<file path="config.mk">
export PLATFORM = sky130hd
export DESIGN_NAME = bomb_matrix_scan
export DESIGN_NICKNAME = d
export VERILOG_FILES = /design/src/rtl/bomb_matrix_scan.sv
export SDC_FILE = /design/constraint.sdc
export NUM_CORES = 1
export LEC_CHECK = 0
export BUFFER_PORTS_ARGS = -buffer_cell sky130_fd_sc_hd__buf_2
export CORE_MARGIN = 3
export CORE_UTILIZATION = 25
export DETAILED_ROUTE_END_ITERATION = 10
export SYNTH_ARGS = -nofsm -noshare
export SYNTH_HDL_FRONTEND = slang
export SYNTH_SLANG_ARGS = --single-unit
</file>
<file path="constraint.sdc">
create_clock -name CLK -period 4.7 [get_ports CLK]
set_input_delay 0.94 -clock CLK [delete_from_list [all_inputs] [get_ports CLK]]
set_output_delay 0.94 -clock CLK [all_outputs]
set_load 0.01 [all_outputs]
</file>
<file path="src/rtl/bomb_matrix_scan.sv">
// 8x8 matrix row scanner with fuse/flash bomb sequencer; all outputs registered, 1-cycle latency.
// No backpressure: the scan free-runs and ARM is ignored while a sequence is in progress.
module bomb_matrix_scan #(
  parameter int SCAN_DIV  = 4,
  parameter int FUSE_LEN  = 16,
  parameter int FLASH_LEN = 8
) (
  input  logic        CLK,
  input  logic        RST,
  input  logic [63:0] FRAME,
  input  logic        ARM,
  output logic [7:0]  ROW,
  output logic [7:0]  COL,
  output logic        bomb,
  output logic        BUSY,
  output logic        FRAME_TICK
);

  typedef enum logic [1:0] {
    IDLE  = 2'd0,
    FUSE  = 2'd1,
    FLASH = 2'd2
  } state_t;

  localparam logic [7:0] DIV_LAST   = 8'(SCAN_DIV - 1);
  localparam logic [7:0] FUSE_INIT  = 8'(FUSE_LEN);
  localparam logic [7:0] FLASH_LAST = 8'(FLASH_LEN - 1);

  logic [7:0] div_q;
  logic [2:0] row_q;
  logic [2:0] row_d;
  logic       div_wrap;
  logic       tick_d;

  state_t     state_q, state_d;
  logic [7:0] fuse_q, fuse_d;
  logic [7:0] flash_q, flash_d;
  logic       bomb_d;
  logic       busy_d;

  assign div_wrap = (div_q == DIV_LAST);
  assign row_d    = div_wrap ? row_q + 3'd1 : row_q;
  // tick_d is the edge that starts a new frame; FRAME_TICK is its registered copy
  assign tick_d   = div_wrap && (row_q == 3'd7);

  always_ff @(posedge CLK) begin
    if (RST) begin
      div_q      <= 8'd0;
      row_q      <= 3'd0;
      ROW        <= 8'h01;
      COL        <= 8'h00;
      FRAME_TICK <= 1'b0;
    end else begin
      div_q      <= div_wrap ? 8'd0 : div_q + 8'd1;
      row_q      <= row_d;
      ROW        <= 8'h01 << row_d;
      COL        <= FRAME[{row_d, 3'b000} +: 8];
      FRAME_TICK <= tick_d;
    end
  end

  always_ff @(posedge CLK) begin
    if (RST) begin
      state_q <= IDLE;
      fuse_q  <= 8'd0;
      flash_q <= 8'd0;
      bomb    <= 1'b0;
      BUSY    <= 1'b0;
    end else begin
      state_q <= state_d;
      fuse_q  <= fuse_d;
      flash_q <= flash_d;
      bomb    <= bomb_d;
      BUSY    <= busy_d;
    end
  end

  always_comb begin
    state_d = state_q;
    case (state_q)
      IDLE:    if (ARM) state_d = FUSE;
      FUSE:    if (tick_d && fuse_q == 8'd1) state_d = FLASH;
      FLASH:   if (tick_d && flash_q == FLASH_LAST) state_d = IDLE;
      default: state_d = IDLE;
    endcase
  end

  // bomb is on in even flash frames, so it follows the flash counter's LSB
  always_comb begin
    fuse_d  = fuse_q;
    flash_d = flash_q;
    case (state_q)
      IDLE: begin
        if (ARM) fuse_d = FUSE_INIT;
      end
      FUSE: begin
        if (tick_d) begin
          if (fuse_q == 8'd1) flash_d = 8'd0;
          else                fuse_d  = fuse_q - 8'd1;
        end
      end
      FLASH: begin
        if (tick_d && flash_q != FLASH_LAST) flash_d = flash_q + 8'd1;
      end
      default: begin
        fuse_d  = 8'd0;
        flash_d = 8'd0;
      end
    endcase
    bomb_d = (state_d == FLASH) && !flash_d[0];
    busy_d = (state_d != IDLE);
  end

endmodule

</file>
# Word level (Yosys, flattened, before mapping)
# Cells that the tools add are included.
# word_totals
reg_bits,48
elab_cells,56
input_bits,67
out_inout_bits,19
# classes
shift,2
n_bitwise,2
eq_ne,13
reduce_logical,11
add_sub_neg,4
mux,13
# op_table
op,count
variable part select 64 x 7 -> 8 bit,1
2-to-1 mux 8 bit,6
one-hot mux 8 bit (3 select lines),2
"adder 8 x 1 -> 8 bit, second input constant",2
"inequality test 2 bit, second input constant",5
"== test 8 x 1 -> 1 bit, second input constant",1
"== test 8 x 2 -> 1 bit, second input constant",1
"== test 8 x 3 -> 1 bit, second input constant",1
"inequality test 8 x 3 -> 1 bit, second input constant",1
AND reduction 4 bit,2
"left shift 1 x 3 -> 8 bit, first input constant",1
"subtractor 8 x 1 -> 8 bit, second input constant",1
2-to-1 mux 2 bit,3
one-hot mux 2 bit (3 select lines),1
logical AND 1 bit,5
"== test 2 bit, second input constant",2
"adder 3 x 1 -> 3 bit, second input constant",1
"== test 3 bit, second input constant",1
2-to-1 mux 3 bit,1
"== test 2 x 1 -> 1 bit, second input constant",1
logical NOT 2 bit,1
inverter 1 bit,2
nonzero test 2 bit,1
OR reduction 2 bit,1
logical NOT 1 bit,1

# Depth between registers and ports, before layout
# Gate-level depths: netlist (run 1).
# logic_depth
ltp_word,7
mapped_depth,8
ltp_nobuf,7

# Worst setup path before layout (run 1)
# No wires, ideal clock.
# synth_path
path_type,register -> register
start,reg div_q[0]
end,reg flash_q[5]
setup_slack_ns,2.606
t_required_ns,4.576
n_path_buf,2
stages_incl_launch_ff,9
t_arrival_ns,1.970
setup_time_ns,0.124
period_less_slack_ns,2.094
path_cell_list,dfxtp_1 ha_1 or3b_2 or2_1 clkbuf_1 buf_6 nor4_4 xnor2_1 nor2_1
# synth_between
elab_chain_len,5
elab_cells_between_ends,6
cone_classes,3 x eq/ne; 3 x reduce/logical
# synth_rtl
element,line,source
from (decl),29,logic [7:0] div_q;
from (signal assigned),54,div_q <= div_wrap ? 8'd0 : div_q + 8'd1;
== test 8 x 2 -> 1 bit *,41,assign div_wrap = (div_q == DIV_LAST);
logical AND 1 bit *,44,assign tick_d = div_wrap && (row_q == 3'd7);
logical AND 1 bit,103,if (tick_d && flash_q != FLASH_LAST) flash_d = flash_q + 8'd1;
inequality test 2 bit (no source line),-,
AND reduction 4 bit (no source line) *,-,
to (signal assigned),72,flash_q <= flash_d;
to (decl),37,"logic [7:0] flash_q, flash_d;"
# Every way passes the cells marked *; elsewhere a longest branch is shown, timed or not.
# A chain may end at the register's enable or synchronous reset.

# Final worst setup path (run 1)
# layout_path
start,reg div_q[0]
end,reg COL[3]
# layout_between
elab_chain_len,3
# layout_rtl
element,line,source
== test 8 x 2 -> 1 bit,41,
2-to-1 mux 3 bit,42,assign row_d = div_wrap ? row_q + 3'd1 : row_q;
variable part select 64 x 7 -> 8 bit,57,"COL <= FRAME[{row_d, 3'b000} +: 8];"
to (signal assigned),57,
to (decl),13,"output logic [7:0] COL,"
# Every way passes these cells.

==> impl_results.md, run 1 <==
* CTS tree: yes
* Core Footprint at 11,600 µm²
* Worst r2r src: div_q[0]$_SDFF_PP0_
* RePlAce Congestion at 0.773
* Hold Vio Cnt, Final at 0
* Tmin final at 2.62 ns
* Die Y at 116 µm
* Worst skew pair latency at 0.29 ns
* Syn Nets at 364
* Async set or reset register ratio after synthesis at 0%
* First-pass GRT wire length at 12,000 µm
* Yosys reg bits at 48
* Routed WL at 7120 µm
* HP Class: reg2reg
* Vias in the first global route at 2,530
* Final period util at 55.8%
* Proportion of synthesized area in mux cells at 30.4%
* Final instance area at 3710 µm²
* DRT iter0 DRCs at 104
* Routed Antenna Nets at 0
* Status: completed
* CTS clk-pin slew, worst paths at 0.07 ns
* # resized after CTS at 0
* Post-CTS Hold Buffers at 0
* Max-slew headroom at 28.1%
* TritonCTS Buffers at 5
* TritonCTS Sinks at 48
* Vias per inst at 5.06
* Setup Skew at 0.00453 ns
* Critical path class: reg2reg
* Longest Clk Path Bufs at 2
* Clk root buf: clkbuf_16
* Adder-Cell Fraction of Synth Area at 2.50%
* Crit-path max FO at 21
* Required @ worst endpoint at 4.91 ns
* Most common cell after layout, fill and taps aside: buf_2
* FP Rows at 39
* Sequential share of the synthesized area at 32.0%
* Most used DFF post-synth: dfxtp_1
* Number of diodes at 0
* Pleak at 0.00154 µW
* HP Start: div_q[0]$_SDFF_PP0_
* Worst Setup Start Kind: flip-flop
* Syn-to-layout area delta at 23.5%
* Drc violations at 0
* Largest net degree at the start of global routing at 42
* Worst ir drop on vdd at 0.131 mV
* Vias at 2,573
* Post-synth EDFFs at 0
* Netlist cell types at 46
* Fmax at 0.381 GHz
* Crit path arrival time at 2.83 ns
* Synthesized instance count at 291
* Crit path launch: div_q[0]$_SDFF_PP0_
* TritonRoute pass-1 iters at 4
* Die area at 13,400 µm²
* Initial core utilization at 26.0%
* Final setup viols at 0
* DIE WIDTH at 116 µm
* CP endpoint kind: flip-flop
* Core Util, Final at 32.1%
* H-tree levels at 2
* Detail Placement HPWL at 5540 µm
* Largest family of logic cells by synthesized area: multiplexers
* GR Util All Layers at 10.8%
* Synth Warn # at 0
* Post-CTS Setup Bufs at 0
* Flop2flop setup slack at 2.08 ns
* GRT overflow at 0
* Most frequent cells in the layout: buf_2, dfxtp_1, mux4_2
* Port Buffers at 85
* Final TNS setup at 0 ns
* Hold slack at 0.449 ns
* Fin. max-slew vios at 0
* RSZ-0062 raised after global routing: no
* Synthesized area at 3000 µm²
* Worst-margin pin slew at 1.08 ns
* Dpl cell area at 3530 µm²
* Initial antenna violation count at 0
* Share of cells above drive strength 1 at 36.9%
* Io pins at 86
* MaxCap Viol Count at 0
* DR WL/cell at 14.0 µm
* Simple-gate share of the synthesized area at 18.3%
* XOR/XNOR Fraction of Synth Area at 4.09%
* Complex-gate fraction of the synthesized area at 8.67%
* Nets at 438
* Mean Syn Cell Area at 10.3 µm²
* Pwr per Cell Area at 278 nW/µm²
## power breakdown
part           switching, µW  leakage [µW]  total, µW  internal (µW)
Clock                    157     0.0000840        410            253
Sequential              10.5      0.000391        432            422
Combinational           86.5       0.00106        187            101
Total                    254       0.00154       1030            775
## critical path: stages, from the launching register on
cell and delay [ns]:
dfxtp_1 0.34, ha_1 0.23, or3b_2 0.53, or2_1 0.63
a21oi_1 0.32, nand2b_1 0.27, o22ai_1 0.21
## cell type report
type	count	area, µm²
clock inverter	3	47.5
tap	143	179
fill	1140	7860
multi-input combinational	214	1920
clock buffer	5	125
timing repair buffer	87	440
inverter	9	33.8
sequential	48	962
## layer usage
metal	routed length, µm	part of all wire, %	track usage, %	vias to the layer above
li1	-	-	-	1265
met1	3240	46	14.2	1225
met2	3370	47	18.1	79
met3	454	6.4	2.98	4
met4	46	0.65	1.96	0
met5	0	0	0	-
## state kept, by name, indices dropped and copies added (netlist names)
register	count
state_q	2
BUSY	1
ROW	8
COL	8
row_q	3
FRAME_TICK	1
flash_q	8
fuse_q	8
div_q	8
bomb	1
## logic make-up after synthesis
| logic type | count (synthesis) |
|---|---|
| fa+ha+maj | 6 |
| mux | 51 |
| xor+xnor | 14 |
| buf+inv | 29 |
| compound gates | 42 |
| flops | 48 |
| simple gates | 101 |
## per-stage QoR
stage          power, µW  instances  worst slack, ns
4_1_cts             1040        509             2.03
5_1_grt             1080        509             1.85
3_3_place_gp         627        501             2.14
2_1_floorplan        569        291             2.61
6_report            1030        509             2.08
3_5_place_dp         630        501             2.06
## path summary, 6_finish.rpt
kind | endpoint | depth (start not counted)
worst max-delay path | COL[3]$_SDFF_PP0_ | 6
worst min-delay path | div_q[0]$_SDFF_PP0_ | 1
worst max register to register | COL[3]$_SDFF_PP0_ | 6
worst min register to register | div_q[0]$_SDFF_PP0_ | 1
## synth_stat cells (all sizes together), types with 8 or more instances
master,n,share of area (%)
o22ai,8,1.7
mux4,32,24
nor3,17,2.8
nor2,28,3.8
o21ai,8,1.3
nand3,12,2.0
xnor2,8,2.3
nand2,10,1.3
clkbuf,13,1.6
mux2i,17,5.7
inv,9,1.1
dfxtp,48,32
a21oi,13,2.2
(Power assumes the default switching activity.)
==> inputs of run 2 (changes only) <==
==> constraint.sdc (replaced) <==
create_clock -name CLK -period 2.6 [get_ports CLK]
set_input_delay 0.52 -clock CLK [delete_from_list [all_inputs] [get_ports CLK]]
set_output_delay 0.52 -clock CLK [all_outputs]
set_load 0.01 [all_outputs]
==> run 2 against run 1 <==
Global-route usage is 0.054 points lower. Flip-flop and latch count stayed put. Combinational power is 81% higher. Critical path depth is 1 higher. Maximum frequency is 17% higher. Die area stayed put. Register-to-register slack worse by 1.7 ns. Cell count is 0.59% higher.
==> impl_results.md, run 2 (synthesized netlist as in run 1, its figures left out) <==
* Drc violations at 0 (unchanged)
* Vias per inst at 5.11 (+1.0%)
* Port Buffers at 85 (unchanged)
* Largest net degree at the start of global routing at 42 (unchanged)
* Met2 track demand over resource at 17.1% (-1.0 points)
* Critical Path Slowest Stage Cell: or3b_2
* Max-slew headroom at 49.9% (+22 points)
* DIE WIDTH at 116 µm (unchanged)
* Worst skew pair latency at 0.29 ns (about the same)
* Crit-path leading delay family: simple AND/OR/NAND/NOR gates
* Post-CTS Setup Bufs at 0 (unchanged)
* RSZ-0062 raised after global routing: no
* Final period util at 85.9% (+30 points)
* Vias at 2,615 (+1.6%)
* Switching part of the total at 24.9% (+0.23 points)
* Most used routing layer: met2
* TritonCTS Buffers at 5 (unchanged)
* Setup Skew at 0.00547 ns (+0.000947 ns)
* MaxCap Viol Count at 0 (unchanged)
* # resized after CTS at 0 (unchanged)
* Initial antenna violation count at 0 (unchanged)
* Die Y at 116 µm (unchanged)
* Hold Vio Cnt, Final at 0 (unchanged)
* Die area at 13,400 µm² (unchanged)
* Met1 Track Usage GR at 14.5% (+0.33 points)
* Detail Placement HPWL at 5420 µm (-2.2%)
* Crit-path max FO at 20 (-4.8%)
* Register share of total power at 41.8% (-0.2 points)
* Syn-to-layout area delta at 24.3%
* Required @ worst endpoint at 2.77 ns (-2.14 ns)
* Vias in the first global route at 2,559 (+1.1%)
* Pwr per Cell Area at 501 nW/µm² (+80%)
* Psw at 466 µW (+83%)
* CTS clk-pin slew, worst paths at 0.07 ns (about the same)
* TritonCTS Sinks at 48 (unchanged)
* TritonRoute pass-1 iters at 4 (unchanged)
* Fin. max-slew vios at 0 (unchanged)
* Tmin final at 2.23 ns (-0.390 ns)
* Hold slack at 0.457 ns (+0.00870 ns)
* Worst ir drop on vdd at 0.243 mV (+86%)
* CP endpoint kind: flip-flop
* Longest Clk Path Bufs at 2 (unchanged)
* Nets at 441 (+0.68%)
* Critical path class: reg2reg
* Core Util, Final at 32.3% (+0.19 points)
* Final setup viols at 0 (unchanged)
* First-pass GRT wire length at 11,800 µm (-1.8%)
* Crit path arrival time at 2.40 ns (-0.43 ns)
* WP buf/inv at 1 (+1)
* Final TNS setup at 0 ns (unchanged)
* Most frequent cells in the layout: buf_2, dfxtp_1, mux4_2
* Critical-path cell list: ha_1 > or3b_2 > or2_1 > buf_4 > nor4_4 > xnor2_1 > nor2_1
* Clock power share at 40.1% (+0.3 points)
* Io pins at 86 (unchanged)
* Initial core utilization at 26.0% (unchanged)
* Clk root buf: clkbuf_16
* CTS tree: yes
* Routed Antenna Nets at 0 (unchanged)
* Routed WL at 7000 µm (-1.7%)
* Worst Setup Start Kind: flip-flop
* Status: completed
* GRT overflow at 0 (unchanged)
* Internal power at 1400 µW (+81%)
* Routing usage on met3 at 2.87% (-0.10 points)
* Largest stage delay, worst path at 0.53 ns (-0.10 ns)
* Worst-margin pin slew at 0.752 ns (-0.327 ns)
* RePlAce Congestion at 0.771 (-0.26%)
* Share of cells above drive strength 1 at 37.4% (+0.51 points)
* Pleak at 0.00155 µW (+0.98%)
* Most common cell after layout, fill and taps aside: buf_2
* Post-CTS Hold Buffers at 0 (unchanged)
* H-tree levels at 2 (unchanged)
* Logic pwr share at 18.1% (about the same)
* Core Footprint at 11,600 µm² (unchanged)
* GR Util All Layers at 10.8% (-0.054 points)
* FP Rows at 39 (unchanged)
* DRT iter0 DRCs at 148 (+42%)
* Number of diodes at 0 (unchanged)
* HP Class: reg2reg
* DR WL/cell at 13.7 µm (-2.3%)
* Fmax at 0.448 GHz (+17%)
[run 2: worst paths after layout]
kind / startpoint / end / slack, ns / cells after the start
setup / recovery: div_q[0]$_SDFF_PP0_ / flash_q[5]$_SDFFE_PP0P_ / 0.37 / 7
hold / removal: div_q[0]$_SDFF_PP0_ / div_q[0]$_SDFF_PP0_ / 0.46 / 1
setup reg to reg: div_q[0]$_SDFF_PP0_ / flash_q[5]$_SDFFE_PP0P_ / 0.37 / 7
hold reg to reg: div_q[0]$_SDFF_PP0_ / div_q[0]$_SDFF_PP0_ / 0.46 / 1
[run 2: power by group through the flow]
stage / clock network, µW / registers, µW / logic, µW
after floorplan: 0 / 797 / 231
after global placement: 0 / 797 / 335
after detailed placement: 0 / 797 / 340
after CTS: 768 / 781 / 341
after global routing: 804 / 783 / 374
final: 750 / 781 / 338
[run 2: worst reg2reg max path: cells and delay by family, from the launching register on]
kind / cells / cell delay (ns)
xor gates and xnor gates: 1 / 0.14
adders and majority gates: 1 / 0.24
buffers and inverters: 1 / 0.24
DFF: 1 / 0.35
and+or+nand+nor: 4 / 1.14
[run 2: per-layer routing]
metal	up-vias	share of wire (%)
li1	1267	-
met4	0	0.97
met2	92	46
met1	1252	46
met5	-	0
met3	4	7.3
[run 2: layout make-up]
cell class,count,area [µm²]
Fill cell,1152,7840
Multi-Input combinational cell,214,1920
Sequential cell,48,962
Timing Repair Buffer,90,463
Tap cell,143,179
Clock buffer,5,125
Clock inverter,3,47.5
Inverter,9,33.8
[run 2: through the flow]
step / instances / power, µW / instance area, µm² / worst slack, ns
floorplan: 291 / 1030 / 3000 / 0.506
global placement: 504 / 1130 / 3560 / 0.399
detailed placement: 504 / 1140 / 3560 / 0.364
CTS: 512 / 1890 / 3730 / 0.339
global route: 512 / 1960 / 3730 / 0.217
finish: 512 / 1870 / 3730 / 0.367
==> inputs of run 3 (changes only) <==
--- a/config.mk
+++ b/config.mk
@@ -5,6 +5,7 @@
 export SDC_FILE = /design/constraint.sdc
 export NUM_CORES = 1
 export LEC_CHECK = 0
+export ABC_AREA = 1
 export BUFFER_PORTS_ARGS = -buffer_cell sky130_fd_sc_hd__buf_2
 export CORE_MARGIN = 3
 export CORE_UTILIZATION = 25
==> run 3 against run 2 <==
Worst hold slack lost 0.011 ns. Register-to-register slack gained 0.16 ns. Wire length grew 8.5%. Largest cell class unchanged. Largest power group is now clock. Clock power grew 8.8%. Design area shrank 4.7%. Sequential share of layout area grew 1.2 points.
==> impl_results.md, run 3 <==
* Crit-path max FO at 24 (+20%)
* Worst ir drop on vdd at 0.287 mV (+18%)
* Syn-to-layout area delta at 25.5%
* H-tree levels at 2 (unchanged)
* Core Footprint at 10,900 µm² (-5.4%)
* DIE WIDTH at 112 µm (-2.7%)
* Async set or reset register ratio after synthesis at 0% (unchanged)
* GR Util All Layers at 12.2% (+1.4 points)
* Uppermost layer routed: met4
* Mean Syn Cell Area at 6.13 µm² (-41%)
* Flop2flop setup slack at 0.53 ns (+0.16 ns)
* Critical Path Slowest Stage Cell: nand2_1
* Required @ worst endpoint at 2.84 ns (+0.07 ns)
* Commonest cells in the netlist: nand2_1, nand3_1, dfxtp_1, nor2_1, inv_1
* CP endpoint kind: flip-flop
* Initial core utilization at 25.9% (-0.051 points)
* Most common cell after layout, fill and taps aside: nand2_1
* Fillers at 1,218 (+5.7%)
* Max-slew headroom at 49.0% (-0.85 points)
* Detail Placement HPWL at 5940 µm (+9.7%)
* DR WL/cell at 11.1 µm (-19%)
* Port Buffers at 85 (unchanged)
* Initial antenna violation count at 0 (unchanged)
* Worst-margin pin slew at 0.762 ns (+0.0109 ns)
* Worst r2r src: div_q[0]$_SDFF_PP0_
* First-pass GRT wire length at 13,100 µm (+11%)
* Core Util, Final at 32.5% (+0.25 points)
* Top-count cell post-synth: nand2_1
* Worst skew pair latency at 0.29 ns (about the same)
* Synth area leaders: dfxtp_1, nand2_1, nand3_1
* Critical path class: reg2reg
* Setup Skew at 0.0105 ns (+0.00502 ns)
* Syn Nets at 535 (+47%)
* Synthesized area at 2830 µm² (-5.6%)
* Crit-path leading delay family: simple AND/OR/NAND/NOR gates
* Hold path depth at 1 (unchanged)
* Number of diodes at 0 (unchanged)
* Largest stage delay, worst path at 0.56 ns (+0.03 ns)
* Routed Antenna Nets at 0 (unchanged)
* Drc violations at 0 (unchanged)
* CTS tree: yes
* Crit path arrival time at 2.31 ns (-0.09 ns)
* M1 WL at 3560 µm (+11%)
* Reg2Reg Depth at 11 (+4)
* Synth Warn # at 0 (unchanged)
* Vias at 3,073 (+18%)
* MaxCap Viol Count at 0 (unchanged)
* GRT overflow at 0 (unchanged)
* Die Y at 112 µm (-2.7%)
* Yosys reg bits at 48 (unchanged)
* # resized after CTS at 0 (unchanged)
* Vias per inst at 4.51 (-12%)
* Final period util at 79.8% (-6.1 points)
* Longest Clk Path Bufs at 2 (unchanged)
* Post-CTS Setup Bufs at 0 (unchanged)
* Endpoint, Worst Hold: div_q[0]$_SDFF_PP0_
* Metal2 WL at 3600 µm (+12%)
* WP buf/inv at 0 (-1)
* Post-CTS Hold Buffers at 0 (unchanged)
* DRT iter0 DRCs at 142 (-4.1%)
* Fmax at 0.482 GHz (+7.7%)
* Most frequent cells in the layout: nand2_1, buf_2, nand3_1
* R2R Path End: COL[3]$_SDFF_PP0_
* Critical-path cell list: ha_1 > nand2_1 > nor2_2 > nand2_2 > nand2_1 > nand3_1 > nand2_1 > nand2_1 > nand2_1 > nand2_1 > nand2_1
* HP Class: reg2reg
* Final TNS setup at 0 ns (unchanged)
* Most frequent CP cell: nand2_1
* TritonCTS Buffers at 5 (unchanged)
* Nets at 615 (+39%)
* Most used DFF post-synth: dfxtp_1
* Synthesized instance count at 462 (+59%)
* TritonCTS Sinks at 48 (unchanged)
* Hold Vio Cnt, Final at 0 (unchanged)
* HP Start: div_q[0]$_SDFF_PP0_
* CTS clk-pin slew, worst paths at 0.07 ns (about the same)
* Vias in the first global route at 2,960 (+16%)
* Worst Setup Start Kind: flip-flop
* Routed wl met3 at 331 µm (-35%)
* Clk root buf: clkbuf_16
* Tmin final at 2.07 ns (-0.159 ns)
* FP Rows at 38 (-2.6%)
* Pwr per Cell Area at 577 nW/µm² (+15%)
* Largest net degree at the start of global routing at 34 (-19%)
* Pleak at 0.00184 µW (+18%)
* Synth area leader: dfxtp_1
* Routed WL at 7590 µm (+8.5%)
* Yosys top cell area share at 33.9% (+1.9 points)
* TritonRoute pass-1 iters at 4 (unchanged)
* Share of cells above drive strength 1 at 20.1% (-17 points)
* Io pins at 86 (unchanged)
* Fin. max-slew vios at 0 (unchanged)
* Final setup viols at 0 (unchanged)
* RePlAce Congestion at 0.828 (+7.4%)
* Sequential share of the synthesized area at 33.9% (+1.9 points)
* RSZ-0062 raised after global routing: no
* Netlist cell types at 23 (-50%)
* Die area at 12,600 µm² (-5.3%)
* Post-synth EDFFs at 0 (unchanged)
* Status: completed
run 3: how the worst max path moves through the flow:
stage,endpoint,cells after the start,startpoint,slack (ns)
floorplan,COL[0]$_SDFF_PP0_,11,div_q[0]$_SDFF_PP0_,1.00
finish,COL[3]$_SDFF_PP0_,11,div_q[0]$_SDFF_PP0_,0.53
detailed placement,COL[3]$_SDFF_PP0_,11,div_q[0]$_SDFF_PP0_,0.52
global route,COL[3]$_SDFF_PP0_,11,div_q[0]$_SDFF_PP0_,0.27
CTS,COL[3]$_SDFF_PP0_,11,div_q[0]$_SDFF_PP0_,0.51
global placement,COL[3]$_SDFF_PP0_,10,div_q[0]$_SDFF_PP0_,0.59
run 3: cell families (layout without fill, tap and decap cells):
kind of cell | Yosys count | after routing | synth area share, %
fa+ha+maj | 6 | 6 | 2.65
buf+inv | 51 | 131 | 8.04
simple gates | 311 | 311 | 45.8
compound gates | 39 | 39 | 7.38
flops | 48 | 48 | 33.9
xor+xnor | 7 | 7 | 2.16
run 3: report_power, final:
group / switching (µW) / internal, µW
clock network: 270 / 546
logic: 260 / 172
registers: 27.5 / 775
run 3: stage by stage:
stage	total power (µW)	std cells	area [µm²]	worst slack, ns	hold slack, ns
5_1_grt	2170	682	3550	0.272	0.476
4_1_cts	2080	682	3550	0.513	0.448
6_report	2050	682	3550	0.526	0.446
3_3_place_gp	1250	675	3370	0.589	0.430
2_1_floorplan	1120	462	2830	1.00	0.418
3_5_place_dp	1250	675	3370	0.524	0.439
run 3: routing by layer:
layer / track usage [%] / vias to the layer above
li1: - / 1635
met1: 16.1 / 1349
met2: 20.7 / 83
met3: 1.73 / 6
met4: 3.77 / 0
met5: 0 / -
run 3: final cells by class:
class | instances | area, µm² | area share (%)
multi-input cells | 363 | 1640 | 46.3
inverters | 35 | 134 | 3.77
clock inverters | 2 | 60.1 | 1.69
flip-flops and latches | 48 | 961 | 27.0
clock buffers | 5 | 125 | 3.52
well taps | 140 | 175 | 4.93
repair buffers | 89 | 455 | 12.8
